--- src/rtl/demux16_reg.sv ---
`default_nettype none
// ============================================================================
// Module   : demux16_reg
// Purpose  : Registered 1-to-(2**SEL_W) demultiplexer. Routes the data bit f
//            to output line y[s]. All other lines are driven 0. The demux is
//            built as a tree of 1:2 stages. s[MSB] splits at the root and
//            s[0] splits at the leaves. The tree result is captured in an
//            output register together with a one-hot integrity flag.
// Ports    : clk        - system clock, rising edge
//            rst_n      - asynchronous active-low reset (clears y/onehot_err)
//            en         - load enable for the output register
//            f          - data bit to route
//            s          - line select, s[SEL_W-1] = root stage
//            y          - registered demux output, y[i] <-> s == i
//            onehot_err - registered flag, 1 when captured y has >1 bit set
// Revision : 1.0 - initial release
// ============================================================================
module demux16_reg #(
  parameter int SEL_W = 4
) (
  input  logic                  clk,
  input  logic                  rst_n,
  input  logic                  en,
  input  logic                  f,
  input  logic [SEL_W-1:0]      s,
  output logic [(2**SEL_W)-1:0] y,
  output logic                  onehot_err
);

  localparam int N = 2**SEL_W;

  // One 1:2 demux stage: {hi, lo}
  function automatic logic [1:0] demux2(input logic in_bit, input logic sel);
    demux2 = {in_bit & sel, in_bit & ~sel};
  endfunction

  // Tree levels. Level l holds 2**l live nodes in bits [2**l-1:0]; the
  // remaining upper bits are held at 0. Node k of level l feeds nodes 2k (lo)
  // and 2k+1 (hi) of level l+1. The leaf index therefore equals s, MSB first.
  logic [N-1:0] lvl_w [SEL_W+1];
  logic [N-1:0] y_d;
  logic         err_d;
  logic [N-1:0] y_q;
  logic         err_q;

  always_comb begin
    for (int l = 0; l <= SEL_W; l++) begin
      lvl_w[l] = '0;
    end
    lvl_w[0][0] = f;
    for (int l = 0; l < SEL_W; l++) begin
      for (int k = 0; k < N / 2; k++) begin
        if (k < (1 << l)) begin
          {lvl_w[l+1][2*k+1], lvl_w[l+1][2*k]} = demux2(lvl_w[l][k], s[SEL_W-1-l]);
        end
      end
    end
  end

  assign y_d = lvl_w[SEL_W];

  // Clearing the lowest set bit leaves a non-zero value exactly when two or
  // more bits were set.
  assign err_d = ((y_d & (y_d - {{(N-1){1'b0}}, 1'b1})) != '0);

  always_ff @(posedge clk or negedge rst_n) begin
    if (!rst_n) begin
      y_q   <= '0;
      err_q <= 1'b0;
    end else if (en) begin
      y_q   <= y_d;
      err_q <= err_d;
    end
  end

  assign y          = y_q;
  assign onehot_err = err_q;

endmodule
`default_nettype wire

--- config.mk ---
export PLATFORM = sky130hd
export DESIGN_NAME = demux16_reg
export DESIGN_NICKNAME = d
export VERILOG_FILES = /design/src/rtl/demux16_reg.sv
export SDC_FILE = /design/constraint.sdc
export NUM_CORES = 1
export LEC_CHECK = 0
export CAP_MARGIN = 20
export CELL_PAD_IN_SITES_DETAIL_PLACEMENT = 0
export CELL_PAD_IN_SITES_GLOBAL_PLACEMENT = 1
export CORE_UTILIZATION = 32
export DETAILED_ROUTE_END_ITERATION = 7
export PLACE_DENSITY = 0.87
export SYNTH_ARGS = -nofsm -noshare
export SYNTH_HDL_FRONTEND = slang
export SYNTH_SLANG_ARGS = --single-unit
--- constraint.sdc ---
create_clock -name clk -period 0.9 [get_ports clk]
set_clock_uncertainty 0.15 [all_clocks]
set_input_delay 0.27 -clock clk [delete_from_list [all_inputs] [get_ports clk]]
set_output_delay 0.27 -clock clk [all_outputs]
set_load 0.02 [all_outputs]
== Word-level counts from Yosys, hierarchy flattened ==
Index checks and enable logic that the tools add are counted.

* Bits in registers: 17
* Output and inout bits: 17
* Word-level logic and storage cells: 39

* $add $sub $neg: 1
* Bitwise gates (word level): 35
* Reduce and logical (&&, ||, !) cells: 1

{| class="wikitable"
|+ Operator list
! cell !! count
|-
| AND 1 bit || 30
|-
| AND 16 bit || 1
|-
| nonzero test 16 bit || 1
|-
| subtractor 16 x 1 -> 16 bit (second input constant) || 1
|-
| inverter 1 bit || 4
|}

== Depth between registers and ports, before layout ==
* Depth after elaboration: 8
* Mapped depth: 3

== Worst setup path before layout ==
Ideal clock, no wire load.

* Path kind: in2reg
* Start point: input port s[1]
* End point: register y_q[0], in the netlist y[0]
* Arrival: 0.690 ns
* Setup slack: -0.023 ns
* Stages: 2
* Cells stage by stage: or2_2 o22ai_1

* Word-level cells in the longest chain between the ends: 3

{| class="wikitable"
|+ RTL lines
! element !! RTL line !! text
|-
| start, declared || 25 || <nowiki>input logic [SEL_W-1:0] s,</nowiki>
|-
| inverter 1 bit || 34 || <nowiki>demux2 = {in_bit & sel, in_bit & ~sel};</nowiki>
|-
| AND 1 bit (2 in series) || 34 ||
|-
| end signal, assigned || 71 || <nowiki>y_q <= y_d;</nowiki>
|-
| end, declared || 43 || <nowiki>logic [N-1:0] y_q;</nowiki>
|}

No other way between the ends.
A chain may end at the register's enable or synchronous reset.

== Worst setup path in the final report ==
* Start point: register y_q[6], in the netlist y[6]
* End point: output port y[6]

{| class="wikitable"
|+ RTL lines
! element !! RTL line !! text
|-
| end, declared || 26 || <nowiki>output logic [(2**SEL_W)-1:0] y,</nowiki>
|}

No word-level cell between the ends.

==> flow_summary.ini <==
[run_status]
status = complete, but fails checks
failed_checks = negative setup slack

[logic_synthesis]
synth.avg_cell_area_um2 = 11.8
ys_top_cells_by_count = dfrtp_1, inv_1, o22ai_1
syn_inst = 60
synth_edf_count = 0
synth_area_leader_cell = dfrtp_1
synth_seq_area_share_pct = 60.2
ys_top_cells_by_area = dfrtp_1, o22ai_1, inv_1
yosysWarnings = 0
synthesis.nets = 68
netlist_area_um2 = 707
synth_most_common_cell = dfrtp_1
synthFlopType = dfrtp_1
netlist-cell-type-count = 13
ys_seq_elements = 17
synthArstFlopShare_pct = 100
synth_top_area_share_pct = 60.2

[place]
gp_congestion = 0.737
dp.cells = 118
hpwl_um = 1190
io_buffers = 24

[detailed_routing]
ant_nets = 0
dr_total_vias = 625
first_iter_violations = 6
avgRoutedWirePerCell_um = 14.2
vias_per_cell = 4.84
dr.pass1.iters = 4
route.detailed.drc = 0
wirelength_um = 1830

[timing]
worst_pin_slew_ps = 242
slew_violations = 0
finalSetupViolCount = 23
rsz0062_at_grt = true
period_share_pct = 142
period_needed_ps = 1280
finalHoldViolations = 0
fin_ws_ps = -382
slew_headroom_pct = 83.8
clock.fmax_mhz = 780
tns_ps = -6270

[clock_tree]
clock_latency_ps = 290
ctsHtreeMaxLevel = 1
tritoncts = done
cts.sink_count = 17
cts_buffers = 3
clkTransAtPathRegs_ps = 100
hold_buffers = 0
clock_path_buffers = 2
root_buffer = clkbuf_4

[global_route]
grt_max_degree = 18
grt_pass1_wl_um = 2530
grt_antenna_before_repair = 0
grt.total_usage_pct = 14.4
grt_pass1_vias = 565
overflow = 0

[power]
p_sw_share_pct = 27.1
combPwrFrac_pct = 18.3
pwr-share-seq_pct = 53.3
p_int_w = 0.00108
p_leak_nw = 0.585
clockPowerShare_pct = 28.3
power_w = 0.00148
p_per_area_mw_per_mm2 = 1170
peakVddDrop_mv = 0.672
switchingPower_w = 0.000402

[worst_hold_path]
hold_class = in -> async

[worst_setup_path]
r2r_start = y[13]
critPathBufInv = 1
critPathTopFamily = flip-flops
end_kind = output port
cp_slowest_stage_delay_ps = 420
worstSetupPathType = reg -> out
slowest_stage = dfrtp_1
ff2ff_setup_slack_ps = -30
crit_path_start = y[6]
crit_chain = buf_6
cp_max_fo = 2
worstPathRequired_ps = 480
worstRegToRegCells = 3
cp.arrival_ps = 860
r2r_end = y[13]
worst_setup_path_start_kind = flop

[run]
cap_viol_max_count = 0

[floorplanning]
coreArea_mm2 = 0.00202
dieHeight_um = 49
boundaryPins = 25
fp-row-count = 16
start_util_pct = 35.0
chipWidth_um = 49
die-area_mm2 = 0.00240

[finish]
diodes = 0
layout.cells.non_filler = 129
nets = 111
drive_above_1_share_pct = 61.8
fillers = 163
fin_util_pct = 62.9
multiInputGateArea_um2 = 305
area_delta_synth_final_pct = 79.8
seqCellArea_um2 = 425
[state kept, by name, indices dropped and copies added (netlist names)]
name	flops
y	16
onehot_err	1
[cell families after synthesis]
family | share of synthesized area, %
AO/OA/AOI/OAI | 14.2
buffers and inverters | 10.8
flip-flops | 60.2
AND/OR/NAND/NOR | 14.9
[placed cells by master, fill, tap and decap left out, types with 2 or more instances in the layout]
cell type,count
inv_1,10
dlygate4sd2_1,4
nand4b_4,2
o22ai_1,4
inv_2,6
clkbuf_4,3
nand2b_1,2
dfrtp_1,17
buf_6,24
o22ai_2,12
buf_4,7
[how the worst max path moves through the flow]
stage | end | cells after the start | slack [ps]
after detailed placement | y[7] | 4 | -600
after CTS | y[0] | 1 | -380
after global placement | y[7] | 4 | -560
after global routing | y[13] | 1 | -410
after floorplan | y[0] | 2 | 20
final | y[6] | 1 | -380
[metal layers]
layer,GRT usage [%],part of all wire (%),vias up
li1,-,-,292
met4,11.8,2.7,0
met3,1.56,4.2,5
met1,17.7,37,302
met5,0,0,-
met2,22.9,56,26
[final cells by class]
type,count,share of cell area [%]
inverter,16,4.72
sequential,17,33.5
tap,27,2.66
clock buffer,3,1.77
timing repair buffer,40,33.0
clock inverter,1,0.394
multi-input combinational,25,24.0
[stage by stage]
stage / setup WS [ps] / hold WS, ps / area (µm²)
final: -382 / 136 / 1270
after global routing: -413 / 139 / 1270
after CTS: -381 / 140 / 1170
after detailed placement: -601 / 351 / 1050
after global placement: -564 / 333 / 1050
after floorplan: 18.2 / -176 / 709
[power groups by stage]
stage                     sequential [W]  clock (W)  combinational (W)
after floorplan                 0.000822          0          0.0000623
after global placement          0.000802          0           0.000214
after detailed placement        0.000803          0           0.000220
after CTS                       0.000791   0.000423           0.000239
after global routing            0.000794   0.000451           0.000289
final                           0.000791   0.000420           0.000272
[repair_timing]
item	CTS	global route
endpoints found under the setup margin	34	29
cloned	0	0
setup buffers	4	4
gates resized for setup	125	18
hold endpoints to repair	0	0
pin swaps	5	7
Note: power is estimated with default switching activity, not from simulation.
==> RTL edit: new RTL, config.mk and constraints unchanged <==
The parameter `SEL_W` goes from 4 to 5.
--- a/src/rtl/demux16_reg.sv
+++ b/src/rtl/demux16_reg.sv
@@ -16,7 +16,7 @@
 // Revision : 1.0 - initial release
 // ============================================================================
 module demux16_reg #(
-  parameter int SEL_W = 4
+  parameter int SEL_W = 5
 ) (
   input  logic                  clk,
   input  logic                  rst_n,
Ports: changed (resized s and y); port bits go from 25 to 42. No check against the original RTL was run, so the function may have changed too.
==> RTL edit against the original RTL <==
  * The flow still finishes with violations (setup timing)
  * Final cell count is 92% higher
  * Die area increased by 85%
  * Critical endpoint is now y[22]
  * Final area up 95%
  * Total power is 130% higher
  * Setup slack better by 0.0017 ns
  * Synthesized area increased by 89%
  * Critical path type unchanged
  * Sequential cell count rose by 16
  * Highest routed layer unchanged
  * Routed wire length grew 120%
==> RTL edit: results (changes against the original RTL) <==
The met1 global-route usage was 22.6% (+4.9 points). The min-delay analysis places its worst path in the category input pin to flip-flop. Buffer cell driving the clock tree root: sky130_fd_sc_hd__clkbuf_8. The startpoint identified for the worst register-to-register timing path is y[14]. Number of cells in the design after placement: 216 (+83%). The logs give 248 (+92%) for the number of non-filler instances in the completed layout and 274 (+68%) for the fill cell instance count of the final layout.

In the synthesized netlist, the cells that appear most often are 33 x sky130_fd_sc_hd__dfrtp_1, 32 x sky130_fd_sc_hd__inv_1, 28 x sky130_fd_sc_hd__o22ai_1. The total length of routed met2 wires is 1980 um (+92%). The proportion of synthesized chip area in sequential cells is 61.9% (+1.7 points). The largest net degree at the start of global routing was 34 (+16); the number of unique standard cell types used by synthesis was 14 (+1). The number of buffers inserted during clock tree synthesis is 5 (+2).

The net count after synthesis is 127 (+87%). Synthesized area per cell: 11.3 um2 (-4.1%). Placer congestion estimate: 0.750 (+1.8%).

Clock-pin slew of the registers on the worst-case setup and hold paths: 0.06 ns (-0.04 ns). The logs give 2350 um (+96%) for the detailed placer's ending HPWL and 5760 um (+130%) for the global-route wire length before repair. The logs give -0.380 ns (+0.00170 ns) for the final worst slack and 1271 (+100%) for the count of vias placed by the detailed router. The number of flip-flops under the largest register name was 32 (+16). The logs give 1650 um (+150%) for the wire length on met1 and 5.14% (+3.6 points) for the routing usage on met3.

The run gives 206 (+86%) as the net total in the final layout. The global-route usage over all layers came out at 17.8% (+3.3 points). For the count of H-tree levels built during CTS, the log shows 2 (+1). The worst-margin pin slew is 0.354 ns (+0.112 ns), and the pre-CTS worst setup slack is -0.745 ns (-0.144 ns). The starting DRC count in detailed routing was 58 (+52). The flow ran to the end, but the final reports show violations.

The final reports fail on setup timing. Tracing the worst setup path back leads to its startpoint at y[22]. The setup violation total in the final timing report is 53 (+130%), and the met2 track demand over resource is 28.3% (+5.4 points).

Number of buffers inserted by port buffering: 41 (+71%). The fraction of final layout cells sized beyond drive strength 1 was 62.1% (+0.36 points).
==> RTL edit: worst paths after layout <==
kind / end / slack (ns)
setup / recovery: y[22] / -0.38
hold / removal: y[0] / 0.16
setup reg to reg: y[14] / -0.10
hold reg to reg: y[12] / 0.40
max in group asynchronous: y[13] / 0.22
min in group asynchronous: y[19] / 0.19
==> RTL edit: final cells by class <==
type,instances,share of cell area [%]
inverter,32,5.15
clock buffer,7,3.48
sequential,33,33.3
timing repair buffer,76,32.9
clock inverter,1,1.21
tap,50,2.53
multi-input combinational,49,21.4
==> RTL edit: power breakdown <==
group          total (uW)  internal [uW]  switching (uW)
clock network        1450            903             546
registers            1520           1500            15.5
logic                 426            212             214
==> RTL edit: stage by stage <==
step / TNS, ns / cell area [um2]
6_report: -12.26 / 2480
5_1_grt: -13.63 / 2480
4_1_cts: -11.63 / 2280
3_5_place_dp: -41.11 / 1890
3_3_place_gp: -39.25 / 1890
2_1_floorplan: -1.79 / 1360
